`config.mk`:
```
export PLATFORM = sky130hd
export DESIGN_NAME = dram_axi_id_remapper
export DESIGN_NICKNAME = d
export VERILOG_FILES = /design/src/rtl/dram_pkg.sv /design/src/rtl/dram_id_remap_table.sv /design/src/rtl/dram_axi_id_remapper.sv
export SDC_FILE = /design/constraint.sdc
export NUM_CORES = 1
export LEC_CHECK = 0
export ABC_CLOCK_PERIOD_IN_PS = 10400
export CAP_MARGIN = 30
export CORE_ASPECT_RATIO = 0.7
export CORE_MARGIN = 8
export CORE_UTILIZATION = 30
export CTS_CLUSTER_SIZE = 25
export DETAILED_ROUTE_END_ITERATION = 16
export GPL_TIMING_DRIVEN = 0
export PLACE_DENSITY = 0.6
export SYNTH_ARGS = -nofsm -noshare
export SYNTH_HDL_FRONTEND = slang
export SYNTH_SLANG_ARGS = --single-unit
```
`constraint.sdc`:
```
create_clock -name clk_i -period 10.4 [get_ports clk_i]
set_input_delay 1.04 -clock clk_i [delete_from_list [all_inputs] [get_ports clk_i]]
set_output_delay 1.04 -clock clk_i [all_outputs]
set_load 0.1 [all_outputs]
```
`src/rtl/dram_pkg.sv`:
```
// Shared DRAM AXI ID remapper types: board ID widths, counter sizing, AXI structs.
// Latency: n/a (types and constants only).
// Backpressure: n/a.
package dram_pkg;

    // MIG ID width per board
    localparam int unsigned DdrIdWidthDdr4 = 4;
    localparam int unsigned DdrIdWidthDdr3 = 6;
    localparam int unsigned DdrIdWidth     = DdrIdWidthDdr4;

    // Outstanding transactions allowed on a single DDR ID slot
    localparam int unsigned MaxTxnsPerId = 8;
    localparam int unsigned CntWidth     = $clog2(MaxTxnsPerId + 1);

    typedef logic [DdrIdWidth-1:0] slot_idx_t;
    typedef logic [CntWidth-1:0]   cnt_t;

    // SoC-side AXI geometry
    localparam int unsigned SocIdWidth = 8;
    localparam int unsigned AddrWidth  = 32;
    localparam int unsigned DataWidth  = 64;

    typedef logic [SocIdWidth-1:0] soc_id_t;

    typedef struct packed {
        soc_id_t               id;
        logic [AddrWidth-1:0]  addr;
        logic [7:0]            len;
        logic [2:0]            size;
        logic [1:0]            burst;
        logic                  user;
    } ax_chan_t;

    typedef struct packed {
        logic [DataWidth-1:0]   data;
        logic [DataWidth/8-1:0] strb;
        logic                   last;
        logic                   user;
    } w_chan_t;

    typedef struct packed {
        soc_id_t    id;
        logic [1:0] resp;
        logic       user;
    } b_chan_t;

    typedef struct packed {
        soc_id_t              id;
        logic [DataWidth-1:0] data;
        logic [1:0]           resp;
        logic                 last;
        logic                 user;
    } r_chan_t;

    typedef struct packed {
        ax_chan_t aw;
        logic     aw_valid;
        w_chan_t  w;
        logic     w_valid;
        logic     b_ready;
        ax_chan_t ar;
        logic     ar_valid;
        logic     r_ready;
    } axi_req_t;

    typedef struct packed {
        logic    aw_ready;
        logic    ar_ready;
        logic    w_ready;
        b_chan_t b;
        logic    b_valid;
        r_chan_t r;
        logic    r_valid;
    } axi_resp_t;

endpackage

```
`src/rtl/dram_id_remap_table.sv`:
```
// One direction of outstanding-ID tracking: maps a SoC ID to a DDR slot and back.
// Latency: zero-cycle grant/slot lookup; table updates visible the cycle after a push/pop.
// Backpressure: grant drops when no slot fits; the chosen slot is locked while valid is stalled.
module dram_id_remap_table #(
    parameter int unsigned IdWidth   = dram_pkg::SocIdWidth,
    parameter int unsigned SlotWidth = dram_pkg::DdrIdWidth,
    parameter int unsigned MaxTxns   = dram_pkg::MaxTxnsPerId
) (
    input  logic                 clk,
    input  logic                 rst,
    input  logic [IdWidth-1:0]   req_id,
    input  logic                 req_valid,
    input  logic                 req_ready,
    input  logic [SlotWidth-1:0] rsp_slot,
    input  logic                 rsp_pop,
    output logic                 grant,
    output logic [SlotWidth-1:0] slot,
    output logic [IdWidth-1:0]   restored_id
);

    localparam int NumSlots = 2 ** SlotWidth;
    localparam int unsigned CntWidth = $clog2(MaxTxns + 1);
    localparam logic [CntWidth-1:0] CntMax = CntWidth'(MaxTxns);

    logic [IdWidth-1:0]   soc_id_q [NumSlots];
    logic [CntWidth-1:0]  cnt_q    [NumSlots];
    logic                 lock_vld_q;
    logic [SlotWidth-1:0] lock_slot_q;

    logic                 match_found;
    logic [SlotWidth-1:0] match_idx;
    logic                 free_found;
    logic [SlotWidth-1:0] free_idx;
    logic                 push;
    logic [NumSlots-1:0]  inc;
    logic [NumSlots-1:0]  dec;

    // Find the slot already holding this SoC ID and the lowest-index free slot.
    always_comb begin
        match_found = 1'b0;
        match_idx   = '0;
        free_found  = 1'b0;
        free_idx    = '0;
        for (int i = 0; i < NumSlots; i++) begin
            if (!match_found && cnt_q[i] != '0 && soc_id_q[i] == req_id) begin
                match_found = 1'b1;
                match_idx   = SlotWidth'(i);
            end
            if (!free_found && cnt_q[i] == '0) begin
                free_found = 1'b1;
                free_idx   = SlotWidth'(i);
            end
        end
    end

    // Lock wins, then the ordering-preserving match, then a fresh slot.
    always_comb begin
        slot  = free_idx;
        grant = 1'b0;
        if (lock_vld_q) begin
            slot  = lock_slot_q;
            grant = 1'b1;
        end else if (match_found) begin
            slot  = match_idx;
            grant = cnt_q[match_idx] < CntMax;
        end else if (free_found) begin
            slot  = free_idx;
            grant = cnt_q[free_idx] < CntMax;
        end
    end

    assign push        = req_valid & req_ready & grant;
    assign restored_id = soc_id_q[rsp_slot];

    // Per-slot increment/decrement; a pop on an idle slot is ignored so the count never wraps.
    always_comb begin
        inc = '0;
        dec = '0;
        for (int i = 0; i < NumSlots; i++) begin
            inc[i] = push && (slot == SlotWidth'(i));
            dec[i] = rsp_pop && (rsp_slot == SlotWidth'(i)) && (cnt_q[i] != '0);
        end
    end

    // Table state: SoC ID written on every push, counter tracks outstanding responses.
    always_ff @(posedge clk) begin
        if (rst) begin
            for (int i = 0; i < NumSlots; i++) begin
                soc_id_q[i] <= '0;
                cnt_q[i]    <= '0;
            end
        end else begin
            for (int i = 0; i < NumSlots; i++) begin
                if (inc[i]) begin
                    soc_id_q[i] <= req_id;
                end
                if (inc[i] && !dec[i]) begin
                    cnt_q[i] <= cnt_q[i] + 1'b1;
                end else if (dec[i] && !inc[i]) begin
                    cnt_q[i] <= cnt_q[i] - 1'b1;
                end
            end
        end
    end

    // Hold the offered slot while the downstream stalls so the outgoing ID stays stable.
    always_ff @(posedge clk) begin
        if (rst) begin
            lock_vld_q  <= 1'b0;
            lock_slot_q <= '0;
        end else if (req_valid && grant && req_ready) begin
            lock_vld_q <= 1'b0;
        end else if (req_valid && grant && !req_ready) begin
            lock_vld_q  <= 1'b1;
            lock_slot_q <= slot;
        end
    end

    // A response for a slot with nothing outstanding means the MIG broke protocol.
    always_ff @(posedge clk) begin
        if (!rst && rsp_pop) begin
            assert (cnt_q[rsp_slot] != '0)
            else $error("response on idle DDR ID slot %0d", rsp_slot);
        end
    end

endmodule

```
`src/rtl/dram_axi_id_remapper.sv`:
```
// Compresses SoC AXI IDs onto the MIG's narrow ID space and restores them on B/R.
// Latency: zero cycles on every channel; only the valid/ready gating depends on table state.
// Backpressure: AW/AR are held off (valid and ready both low) until a slot has capacity.
module dram_axi_id_remapper #(
    parameter type         axi_req_t    = dram_pkg::axi_req_t,
    parameter type         axi_resp_t   = dram_pkg::axi_resp_t,
    parameter int unsigned DdrIdWidth   = dram_pkg::DdrIdWidth,
    parameter int unsigned MaxTxnsPerId = dram_pkg::MaxTxnsPerId
) (
    input  logic      clk_i,
    input  logic      rst_i,
    input  axi_req_t  slv_req_i,
    output axi_resp_t slv_rsp_o,
    output axi_req_t  mst_req_o,
    input  axi_resp_t mst_rsp_i
);

    localparam int unsigned SocIdWidth = $bits(slv_req_i.aw.id);

    logic                  aw_grant;
    logic                  ar_grant;
    logic [DdrIdWidth-1:0] aw_slot;
    logic [DdrIdWidth-1:0] ar_slot;
    logic [SocIdWidth-1:0] b_soc_id;
    logic [SocIdWidth-1:0] r_soc_id;
    logic                  b_pop;
    logic                  r_pop;

    // A write completes on its B; a read completes only on its last R beat.
    assign b_pop = mst_rsp_i.b_valid & slv_req_i.b_ready;
    assign r_pop = mst_rsp_i.r_valid & slv_req_i.r_ready & mst_rsp_i.r.last;

    dram_id_remap_table #(
        .IdWidth   (SocIdWidth),
        .SlotWidth (DdrIdWidth),
        .MaxTxns   (MaxTxnsPerId)
    ) u_wr_table (
        .clk         (clk_i),
        .rst         (rst_i),
        .req_id      (slv_req_i.aw.id),
        .req_valid   (slv_req_i.aw_valid),
        .req_ready   (mst_rsp_i.aw_ready),
        .rsp_slot    (mst_rsp_i.b.id[DdrIdWidth-1:0]),
        .rsp_pop     (b_pop),
        .grant       (aw_grant),
        .slot        (aw_slot),
        .restored_id (b_soc_id)
    );

    dram_id_remap_table #(
        .IdWidth   (SocIdWidth),
        .SlotWidth (DdrIdWidth),
        .MaxTxns   (MaxTxnsPerId)
    ) u_rd_table (
        .clk         (clk_i),
        .rst         (rst_i),
        .req_id      (slv_req_i.ar.id),
        .req_valid   (slv_req_i.ar_valid),
        .req_ready   (mst_rsp_i.ar_ready),
        .rsp_slot    (mst_rsp_i.r.id[DdrIdWidth-1:0]),
        .rsp_pop     (r_pop),
        .grant       (ar_grant),
        .slot        (ar_slot),
        .restored_id (r_soc_id)
    );

    // Toward the MIG: pass everything, swap in slot IDs and gate address valids.
    always_comb begin
        mst_req_o          = slv_req_i;
        mst_req_o.aw.id    = SocIdWidth'(aw_slot);
        mst_req_o.aw_valid = slv_req_i.aw_valid & aw_grant;
        mst_req_o.ar.id    = SocIdWidth'(ar_slot);
        mst_req_o.ar_valid = slv_req_i.ar_valid & ar_grant;
    end

    // Toward the SoC: pass everything, restore SoC IDs, gate address readies.
    always_comb begin
        slv_rsp_o          = mst_rsp_i;
        slv_rsp_o.aw_ready = mst_rsp_i.aw_ready & aw_grant;
        slv_rsp_o.ar_ready = mst_rsp_i.ar_ready & ar_grant;
        slv_rsp_o.b.id     = b_soc_id;
        slv_rsp_o.b.user   = 1'b0;
        slv_rsp_o.r.id     = r_soc_id;
        slv_rsp_o.r.user   = 1'b0;
    end

endmodule
```
==> impl_metrics.py, run 1 <==
metrics = {
    "clock_network": {
        "cts_root_buf": "clkbuf_16",
        "numCtsBuffers": 47,
        "cts_resized": 0,
        "holdBufCountCts": 0,
        "cts_max_level": 2,
        "clkTransAtPathRegs_ns": 0.06,
        "clk_latency_ns": 0.62,
        "cts_tree": "done",
        "cts_sinks": 394,
        "cts_buffer_depth": 3,
        "cts_setup_buffers": 0,
    },
    "worst_setup_path": {
        "critPathTopFamily": "buffers and inverters",
        "cpPeakStageDelay_ns": 1.16,
        "crit_path_end_kind": "output pin",
        "path_class": "primary input to output pin",
        "cp.arrival_ns": 6.86,
        "required_ns": 9.36,
        "crit_chain": "buf_2 > buf_4 > xor2_1 > nor4_1 > nand3_1 > and4_1 > a31oi_1 > nand3_1 > a311o_1 > o21ai_1 > or2_1 > clkbuf_1 > and2_1 > clkdlybuf4s50_1",
        "worst-path-buf-inv": 4,
        "cp_max_fo": 10,
        "cp_common_cell": "nand3_1",
        "worstSetupStartpointType": "primary input",
        "critPathSlowestCell": "clkdlybuf4s50_1",
    },
    "power_and_ir_drop": {
        "p_leak_nw": 12.83,
        "ir_worst_vdd_v": 0.00009615,
        "p_per_area_nw_per_um2": 150.8,
    },
    "synthesis": {
        "ys_seq_area_share_pct": 43.13,
        "synth.avg_cell_area_um2": 10.68,
        "syn-cell-area_um2": 27200,
        "yosysWarnings": 0,
        "synth_cell_type_count": 90,
        "synthArstFlopShare_pct": 0,
        "synth-simple-area-share_pct": 16.05,
        "muxShareOfSynthArea_pct": 7.980,
        "synth-compound-area-share_pct": 6.044,
        "synthXorXnorAreaFrac_pct": 10.69,
        "synth_top_family_by_area": "simple AND/OR/NAND/NOR gates",
        "synth_enable_flop_cells": 384,
        "synth_fa_ha_area_share_pct": 5.244,
        "ys.flop_type": "edfxtp_1",
        "ys_ff_latch": 394,
        "synthCells": 2546,
    },
    "flow_run": {
        "drv_cap": 0,
    },
    "sta": {
        "relSlewSlack_pct": 25.71,
        "drv_slew": 0,
        "fin_crit_ns": 7.903,
        "rsz0062_at_grt": "no",
        "tightest_slew_ns": 1.106,
        "finalHoldViolCount": 0,
        "finalWorstSetupSlack_ns": 2.497,
        "max_freq_mhz": 126.5,
        "worst_clock_skew_ns": 0.04159,
        "fin_tns_setup_ns": 0,
        "final.period_utilization_pct": 75.99,
        "setup_violations": 0,
    },
    "detailed_routing": {
        "drtPass1Iterations": 5,
        "topRoutingLayerUsed": "met4",
        "via_per_inst": 5.054,
        "wl_met1_mm": 40.72,
        "drt_wl_total_mm": 90.69,
        "drc_errors": 0,
        "vias": 21080,
        "drt_first_iter_violations": 2207,
        "met3_length_mm": 9.085,
        "met2WireLength_mm": 39.30,
        "wl_per_cell_um": 21.74,
        "ant_nets": 0,
    },
    "grt": {
        "grt_use_total_pct": 16.94,
        "grt_pass1_wl_mm": 131.7,
        "grt-ovfl-total": 0,
        "grt_pass1_vias": 20060,
        "antenna_found_initial": 0,
        "grt_max_degree": 15,
    },
    "final_layout": {
        "synthToLayoutAreaGrowth_pct": 22.91,
        "final_cell_mix": "edfxtp_1 (384), nor2_1 (302), clkdlybuf4s50_1 (283), buf_4 (260), xnor2_1 (199)",
        "nFillCells": 8862,
        "final_common_cell": "edfxtp_1",
        "antennaDiodeCount": 0,
        "drive_gt1_share_pct": 17.46,
        "nNetsFinal": 3290,
    },
    "die": {
        "chipWidth_um": 375.9,
        "rows": 92,
        "coreArea_um2": 89900,
        "initial_core_util_pct": 30.26,
        "chipHeight_um": 267.9,
        "die-area_um2": 100700,
        "io_pins": 560,
    },
    "place": {
        "dp_hpwl_mm": 72.84,
        "gp_congestion": 0.9543,
        "io_buffers": 283,
        "dpl_worst_slack_ns": 2.781,
    },
    "worst_hold_path": {
        "hold_class": "register to register",
    },
    "run_status": {
        "outcome": "complete, no violations",
    },
}
## cell usage after synthesis (10+ instances only)
library cell | number | area share (%)
xnor2_1 | 199 | 6.4
nor2_1 | 302 | 4.2
fa_1 | 30 | 2.2
a21o_1 | 34 | 0.94
o21ai_1 | 13 | 0.24
nand2_1 | 121 | 1.7
nand3_1 | 79 | 1.5
and3_1 | 19 | 0.44
dfxtp_1 | 10 | 0.74
a31oi_1 | 10 | 0.23
a211oi_1 | 31 | 0.86
edfxtp_1 | 384 | 42
nor4_1 | 61 | 1.4
a21oi_1 | 60 | 1.1
or3_1 | 29 | 0.67
ha_1 | 66 | 3.0
nand4_1 | 58 | 1.3
clkbuf_1 | 74 | 1.0
buf_1 | 12 | 0.17
buf_2 | 43 | 0.79
mux4_2 | 80 | 6.6
buf_4 | 260 | 7.2
nor3_1 | 57 | 1.0
mux2i_1 | 29 | 1.1
nand2b_1 | 18 | 0.41
or4_1 | 19 | 0.52
o211ai_1 | 10 | 0.28
nand3b_1 | 10 | 0.28
xor2_1 | 133 | 4.3
inv_1 | 123 | 1.7
and2_1 | 12 | 0.28
o21ai_0 | 25 | 0.46
## registers in the layout, indices dropped and copies added, names as in the netlist
register                count
u_wr_table.cnt_q           64
u_rd_table.soc_id_q       128
u_wr_table.soc_id_q       128
u_rd_table.lock_vld_q       1
u_wr_table.lock_vld_q       1
u_rd_table.lock_slot_q      4
u_wr_table.lock_slot_q      4
u_rd_table.cnt_q           64
## logic make-up (layout without fill, tap and decap cells)
logic type / Yosys count / in the layout
simple gates: 856 / 856
other cells: 1 / 10
xor+xnor: 332 / 332
mux: 116 / 116
buf+inv: 512 / 906
compound gates: 239 / 239
fa+ha+maj: 96 / 96
flops: 394 / 394
## worst reg2reg max path, delay by kind of cell, from the launching register on
kind | cells | cell delay (ns)
AOI/OAI and AO/OA | 4 | 0.83
xor gates and xnor gates | 1 | 0.24
adders and majority gates | 1 | 0.30
buffers and inverters | 3 | 0.88
DFF | 1 | 0.44
muxes | 1 | 0.73
and+or+nand+nor | 8 | 2.95
## area by class of cell
type | instances | area, um2 | share of cell area (%)
multi-input cells | 1649 | 12550 | 37.55
repair buffers | 309 | 3143 | 9.400
plain buffers | 389 | 2490 | 7.447
clock inverters | 28 | 312.8 | 0.9356
inverters | 123 | 461.7 | 1.381
flip-flops and latches | 394 | 11730 | 35.09
well taps | 1222 | 1529 | 4.573
clock buffers | 57 | 1214 | 3.630
## final timing paths
path	cells after the start	endpoint	slack, ns	startpoint
hold reg to reg	2	u_rd_table.lock_slot_q[2]	0.47	u_rd_table.lock_slot_q[2]
setup / recovery	14	mst_req_o[1]	2.50	slv_req_i[55]
hold / removal	2	u_rd_table.lock_slot_q[2]	0.47	u_rd_table.lock_slot_q[2]
setup reg to reg	18	u_wr_table.cnt_q[6][3]	3.77	u_wr_table.cnt_q[2][0]
## report_power, final
group / switching, mW / internal (mW)
logic: 1.00 / 0.437
registers: 0.0861 / 1.86
clock network: 0.719 / 0.940
total: 1.81 / 3.24
## per-layer routing
metal	up-vias	GRT usage, %
met3	98	4.179
met2	974	24.81
met4	0	3.672
li1	9625	-
met5	-	0
met1	10380	25.09
## per-stage QoR
stage	instance area [um2]	hold slack [ns]	power, mW	std cells	utilization (%)
global route	33430	0.4903	5.190	4171	37.19
CTS	33410	0.4661	5.049	4167	37.17
detailed placement	31890	0.4519	3.400	4082	35.47
floorplan	27240	0.4381	3.005	2555	-
global placement	31600	0.4475	3.365	4060	35.15
finish	33430	0.4727	5.043	4171	37.19
Note: power is estimated with default switching activity, not from simulation.
==> run 2, diff against run 1 <==
ABC_CLOCK_PERIOD_IN_PS = 7100   (was 10400)
PLACE_DENSITY = 0.61   (was 0.6)
clock period = 7.1 ns   (was 10.4 ns; I/O delays follow)
==> impl_metrics.py, run 2 (synthesized netlist as in run 1, its figures left out) <==
metrics = {
    "run_status": {
        "outcome": "complete, no violations",
    },
    "die": {
        "io_pins": 560,
        "rows": 92,
        "initial_core_util_pct": 30.26,
        "chipWidth_um": 375.9,
        "die-area_um2": 100700,
        "chipHeight_um": 267.9,
        "coreArea_um2": 89900,
    },
    "detailed_routing": {
        "ant_nets": 0,
        "met3_length_mm": 9.443,
        "drtPass1Iterations": 5,
        "vias": 21190,
        "met2WireLength_mm": 40.07,
        "via_per_inst": 5.081,
        "wl_per_cell_um": 22.21,
        "topRoutingLayerUsed": "met4",
        "drt_first_iter_violations": 2411,
        "wl_met1_mm": 41.62,
        "drt_wl_total_mm": 92.62,
        "drc_errors": 0,
    },
    "place": {
        "io_buffers": 283,
        "gp_congestion": 0.9509,
        "dp_hpwl_mm": 74.13,
    },
    "power_and_ir_drop": {
        "p_leak_nw": 12.88,
        "p_per_area_nw_per_um2": 221.4,
        "ir_worst_vdd_v": 0.0001828,
        "report.power.total_mw": 7.424,
    },
    "final_layout": {
        "final_common_cell": "edfxtp_1",
        "reg_top3": "u_rd_table.soc_id_q (128), u_wr_table.soc_id_q (128)",
        "synthToLayoutAreaGrowth_pct": 23.27,
        "drive_gt1_share_pct": 17.45,
        "nNetsFinal": 3290,
        "nFillCells": 8787,
        "final_cell_mix": "edfxtp_1 (384), nor2_1 (302), clkdlybuf4s50_1 (282), buf_4 (261), xnor2_1 (199)",
    },
    "grt": {
        "grt_pass1_wl_mm": 134.4,
        "grt_pass1_vias": 20380,
        "grt_use_total_pct": 17.31,
        "antenna_found_initial": 3,
        "grt-ovfl-total": 0,
        "grt_max_degree": 14,
    },
    "clock_network": {
        "cts_sinks": 394,
        "numCtsBuffers": 46,
        "clk_latency_ns": 0.62,
        "clkTransAtPathRegs_ns": 0.06,
        "cts_max_level": 2,
        "cts_buffer_depth": 3,
        "cts_root_buf": "clkbuf_16",
        "cts_tree": "done",
    },
    "sta": {
        "final.period_utilization_pct": 96.20,
        "fin_tns_setup_ns": 0,
        "setup_violations": 0,
        "fin_crit_ns": 6.830,
        "finalHoldViolCount": 0,
        "relSlewSlack_pct": 24.76,
        "worst_clock_skew_ns": 0.02941,
        "tightest_slew_ns": 1.119,
        "drv_slew": 0,
        "max_freq_mhz": 146.4,
        "rsz0062_at_grt": "no",
    },
    "worst_setup_path": {
        "cp_max_fo": 11,
        "required_ns": 6.39,
        "cp.arrival_ns": 6.12,
        "worstSetupStartpointType": "register",
        "path_class": "register to output pin",
        "crit_path_end_kind": "output pin",
    },
    "worst_hold_path": {
        "hold_class": "register to register",
    },
    "flow_run": {
        "drv_cap": 0,
    },
}
## run 2: changes by cell type in the layout (fill, tap and decap cells not counted), moves of 2 or more
cell       before  now
clkbuf_2        2    0
bufinv_16       4    6
buf_16          6   10
buf_2          56   54
diode_2         0    3
clkbuf_1       84   81
## run 2: per-layer routing
| metal | global-route usage [%] | up-vias |
|---|---|---|
| met1 | 25.70 | 10480 |
| li1 | - | 9605 |
| met4 | 3.724 | 0 |
| met2 | 25.21 | 1011 |
| met3 | 4.415 | 97 |
| met5 | 0 | - |
## run 2: path summary, 6_finish.rpt
check | cells after the start | end | slack [ns] | from
worst max-delay path | 10 | slv_rsp_o[91] | 0.27 | u_wr_table.cnt_q[0][0]
worst min-delay path | 2 | u_rd_table.lock_slot_q[2] | 0.46 | u_rd_table.lock_slot_q[2]
worst max register to register | 18 | u_wr_table.cnt_q[6][3] | 0.44 | u_wr_table.cnt_q[0][0]
worst min register to register | 2 | u_rd_table.lock_slot_q[2] | 0.46 | u_rd_table.lock_slot_q[2]
## run 2: metrics by stage
stage,instance area [um2],std cells,util (%),hold slack [ns],setup slack (ns)
floorplan,27240,2555,-,0.4381,0.01462
global placement,31600,4060,35.15,0.4483,0.1843
detailed placement,31980,4085,35.57,0.4590,0.1888
CTS,33490,4166,37.25,0.4677,0.1957
global route,33530,4170,37.30,0.4896,0.09354
finish,33530,4171,37.30,0.4649,0.2696
## run 2: where the power goes
group	leakage (nW)	total [mW]	internal, mW	switching (mW)
Combinational	8.11	2.12	0.645	1.47
Clock	0.728	2.45	1.41	1.04
Sequential	4.03	2.85	2.72	0.129
Total	12.9	7.42	4.78	2.64
## run 2: final cells by class
type	count	area, um2	share of cell area [%]
multi-input cells	1649	12550	37.44
flip-flops and latches	394	11730	34.99
repair buffers	310	3244	9.675
plain buffers	389	2490	7.425
well taps	1222	1529	4.560
clock buffers	53	1177	3.511
inverters	123	461.7	1.377
clock inverters	28	337.8	1.007
diodes	3	7.507	0.02239
## run 2: critical path, stage by stage, from the launching register on
cell	delay [ns]
edfxtp_1	0.44
nor4_1	0.94
nor3_1	0.28
nor4_4	0.70
nand4_1	0.31
o221ai_1	0.26
nor4_1	0.09
mux2i_1	0.75
buf_2	0.43
and2_1	0.17
clkdlybuf4s50_1	1.14
## run 2: repair_timing
| action | 4_1_cts | 5_1_grt |
|---|---|---|
| setup endpoints to repair | 0 | 1 |
| resized for setup | 0 | 1 |
| hold buffers | 0 | 0 |
| buffers inserted | 0 | 0 |
==> run 3, diff against run 2 <==
CTS_BUF_LIST = sky130_fd_sc_hd__clkbuf_4 sky130_fd_sc_hd__clkbuf_8   (was not set)
==> impl_metrics.py, run 3 (synthesized netlist as in run 1, its figures left out) <==
metrics = {
    "final_layout": {
        "drive_gt1_share_pct": 18.63,
        "final_cell_mix": "edfxtp_1 (384), nor2_1 (302), clkdlybuf4s50_1 (282), buf_4 (261), xnor2_1 (199)",
        "final_common_cell": "edfxtp_1",
        "nNetsFinal": 3319,
        "fin_util_pct": 37.12,
        "reg_top3": "u_rd_table.soc_id_q (128), u_wr_table.soc_id_q (128)",
        "synthToLayoutAreaGrowth_pct": 22.66,
    },
    "die": {
        "chipWidth_um": 375.9,
        "chipHeight_um": 267.9,
        "initial_core_util_pct": 30.26,
        "die-area_um2": 100700,
        "io_pins": 560,
        "coreArea_um2": 89900,
        "rows": 92,
    },
    "sta": {
        "rsz0062_at_grt": "no",
        "final.period_utilization_pct": 96.26,
        "setup_violations": 0,
        "finalHoldViolCount": 0,
        "drv_slew": 0,
        "fin_tns_setup_ns": 0,
        "fin_crit_ns": 6.834,
        "worst_clock_skew_ns": 0.04361,
        "max_freq_mhz": 146.3,
        "fin_hold_ws_ns": 0.4658,
        "relSlewSlack_pct": 18.72,
        "tightest_slew_ns": 1.208,
    },
    "worst_setup_path": {
        "cpPeakStageDelay_ns": 1.14,
        "worst-path-buf-inv": 2,
        "crit_path_end_kind": "output pin",
        "r2r.worst_path.cells": 18,
        "critPathTopFamily": "simple AND/OR/NAND/NOR gates",
        "cp_common_cell": "nor4_1",
        "path_class": "register to output pin",
        "regToRegSetupSlack_ns": 0.47,
        "r2r_end": "u_wr_table.cnt_q[3][3]",
        "r2r-start": "u_wr_table.cnt_q[0][0]",
        "crit_chain": "nor4_1 > nor3_1 > nor4_4 > nand4_1 > o221ai_1 > nor4_1 > mux2i_1 > buf_2 > and2_1 > clkdlybuf4s50_1",
        "critPathSlowestCell": "clkdlybuf4s50_1",
        "cp_max_fo": 10,
        "cp.arrival_ns": 6.12,
        "required_ns": 6.39,
        "worstSetupStartpointType": "register",
    },
    "power_and_ir_drop": {
        "p_per_area_nw_per_um2": 212.4,
        "power_frac_seq_pct": 40.2,
        "p_switching_mw": 2.614,
        "p_leak_nw": 12.86,
        "p_sw_share_pct": 36.89,
        "cellInternalPower_mw": 4.472,
        "report.power.total_mw": 7.086,
        "power_frac_comb_pct": 29.9,
        "ir_worst_vdd_v": 0.0001096,
        "pwr-share-clk_pct": 29.8,
    },
    "clock_network": {
        "cts_buffer_depth": 3,
        "clkTransAtPathRegs_ns": 0.06,
        "cts_setup_buffers": 0,
        "cts_max_level": 3,
        "numCtsBuffers": 73,
        "clk_latency_ns": 0.67,
        "holdBufCountCts": 0,
        "cts_sinks": 394,
        "cts_tree": "done",
        "cts_root_buf": "clkbuf_8",
    },
    "place": {
        "gp_congestion": 0.9509,
        "dp_hpwl_mm": 74.13,
        "io_buffers": 283,
    },
    "grt": {
        "antenna_found_initial": 5,
        "grt_pass1_wl_mm": 134.1,
        "grt-ovfl-total": 0,
        "grt_max_degree": 11,
        "grt_pass1_vias": 20580,
        "grt_use_total_pct": 17.36,
    },
    "detailed_routing": {
        "ant_nets": 0,
        "drt_wl_total_mm": 92.58,
        "drtPass1Iterations": 6,
        "vias": 21330,
        "drc_errors": 0,
        "drt_first_iter_violations": 2532,
        "wl_per_cell_um": 21.96,
        "via_per_inst": 5.060,
    },
    "run_status": {
        "outcome": "complete, no violations",
    },
    "worst_hold_path": {
        "hold_start": "u_rd_table.lock_slot_q[2]",
        "holdPathEnd": "u_rd_table.lock_slot_q[2]",
        "hold_class": "register to register",
        "holdPathStages": 2,
    },
    "flow_run": {
        "drv_cap": 0,
    },
}
run 3: cell count changes in the layout (fill, tap and decap cells not counted), moves of 2 or more:
cell / change
clkinv_1: +8
bufinv_16: -5
clkbuf_4: +19
clkinv_4: -2
clkbuf_8: +74
clkbuf_1: -7
clkbuf_16: -46
inv_8: +2
run 3: worst register-to-register path, cell delays in order, from the launching register on:
cell	delay (ns)
edfxtp_1	0.43
nor4_1	0.95
nor3_1	0.28
nor4_4	0.68
nand3_1	0.18
o21ai_0	0.20
a21oi_1	0.07
o31ai_1	0.99
buf_2	0.44
nand4_1	0.30
clkbuf_1	0.39
nand2_1	0.24
inv_1	0.08
ha_1	0.29
a21o_1	0.18
a21oi_1	0.17
xor2_1	0.23
nor4b_1	0.08
a31o_1	0.21
run 3: per-stage QoR:
stage	area [um2]	std cells	setup slack (ns)
after floorplan	27240	2555	0.01462
after global placement	31600	4060	0.1843
after detailed placement	31980	4085	0.1888
after CTS	33310	4207	0.1290
after global routing	33370	4215	0.02899
final	33370	4215	0.2658
run 3: layout make-up:
type	count	area, um2
Fill cell	8847	56530
Multi-Input combinational cell	1649	12560
Sequential cell	394	11730
Timing Repair Buffer	312	3254
Buffer	389	2490
Tap cell	1222	1529
Clock buffer	93	1161
Inverter	123	461.7
Clock inverter	29	170.2
Antenna cell	4	10.01
run 3: metal layers:
metal	track usage, %	up-vias	part of all wire [%]
li1	-	9671	-
met3	5.584	115	11
met1	25.17	10510	45
met5	0	-	0
met2	24.95	1035	43
met4	4.085	0	1.7
run 3: power by group through the flow:
stage | Combinational [mW] | Clock (mW) | Sequential, mW
after CTS | 2.10 | 2.14 | 2.85
after floorplan | 1.56 | 0 | 2.84
after global placement | 2.05 | 0 | 2.89
after detailed placement | 2.10 | 0 | 2.89
final | 2.12 | 2.11 | 2.85
after global routing | 2.21 | 2.23 | 2.86
run 3: what timing repair did:
| item | 4_1_cts | 5_1_grt |
|---|---|---|
| endpoints found under the hold margin | 0 | 0 |
| gates resized for setup | 0 | 2 |
| endpoints found under the setup margin | 0 | 1 |
run 3: how the worst max path moves through the flow:
stage	end	depth (start not counted)	startpoint
2_1_floorplan	u_wr_table.cnt_q[12][3]	18	slv_req_i[184]
3_3_place_gp	mst_req_o[1]	15	slv_req_i[51]
3_5_place_dp	mst_req_o[1]	15	slv_req_i[51]
4_1_cts	mst_req_o[1]	12	u_rd_table.cnt_q[0][0]
5_1_grt	slv_rsp_o[91]	10	u_wr_table.cnt_q[0][0]
6_report	slv_rsp_o[91]	10	u_wr_table.cnt_q[0][0]
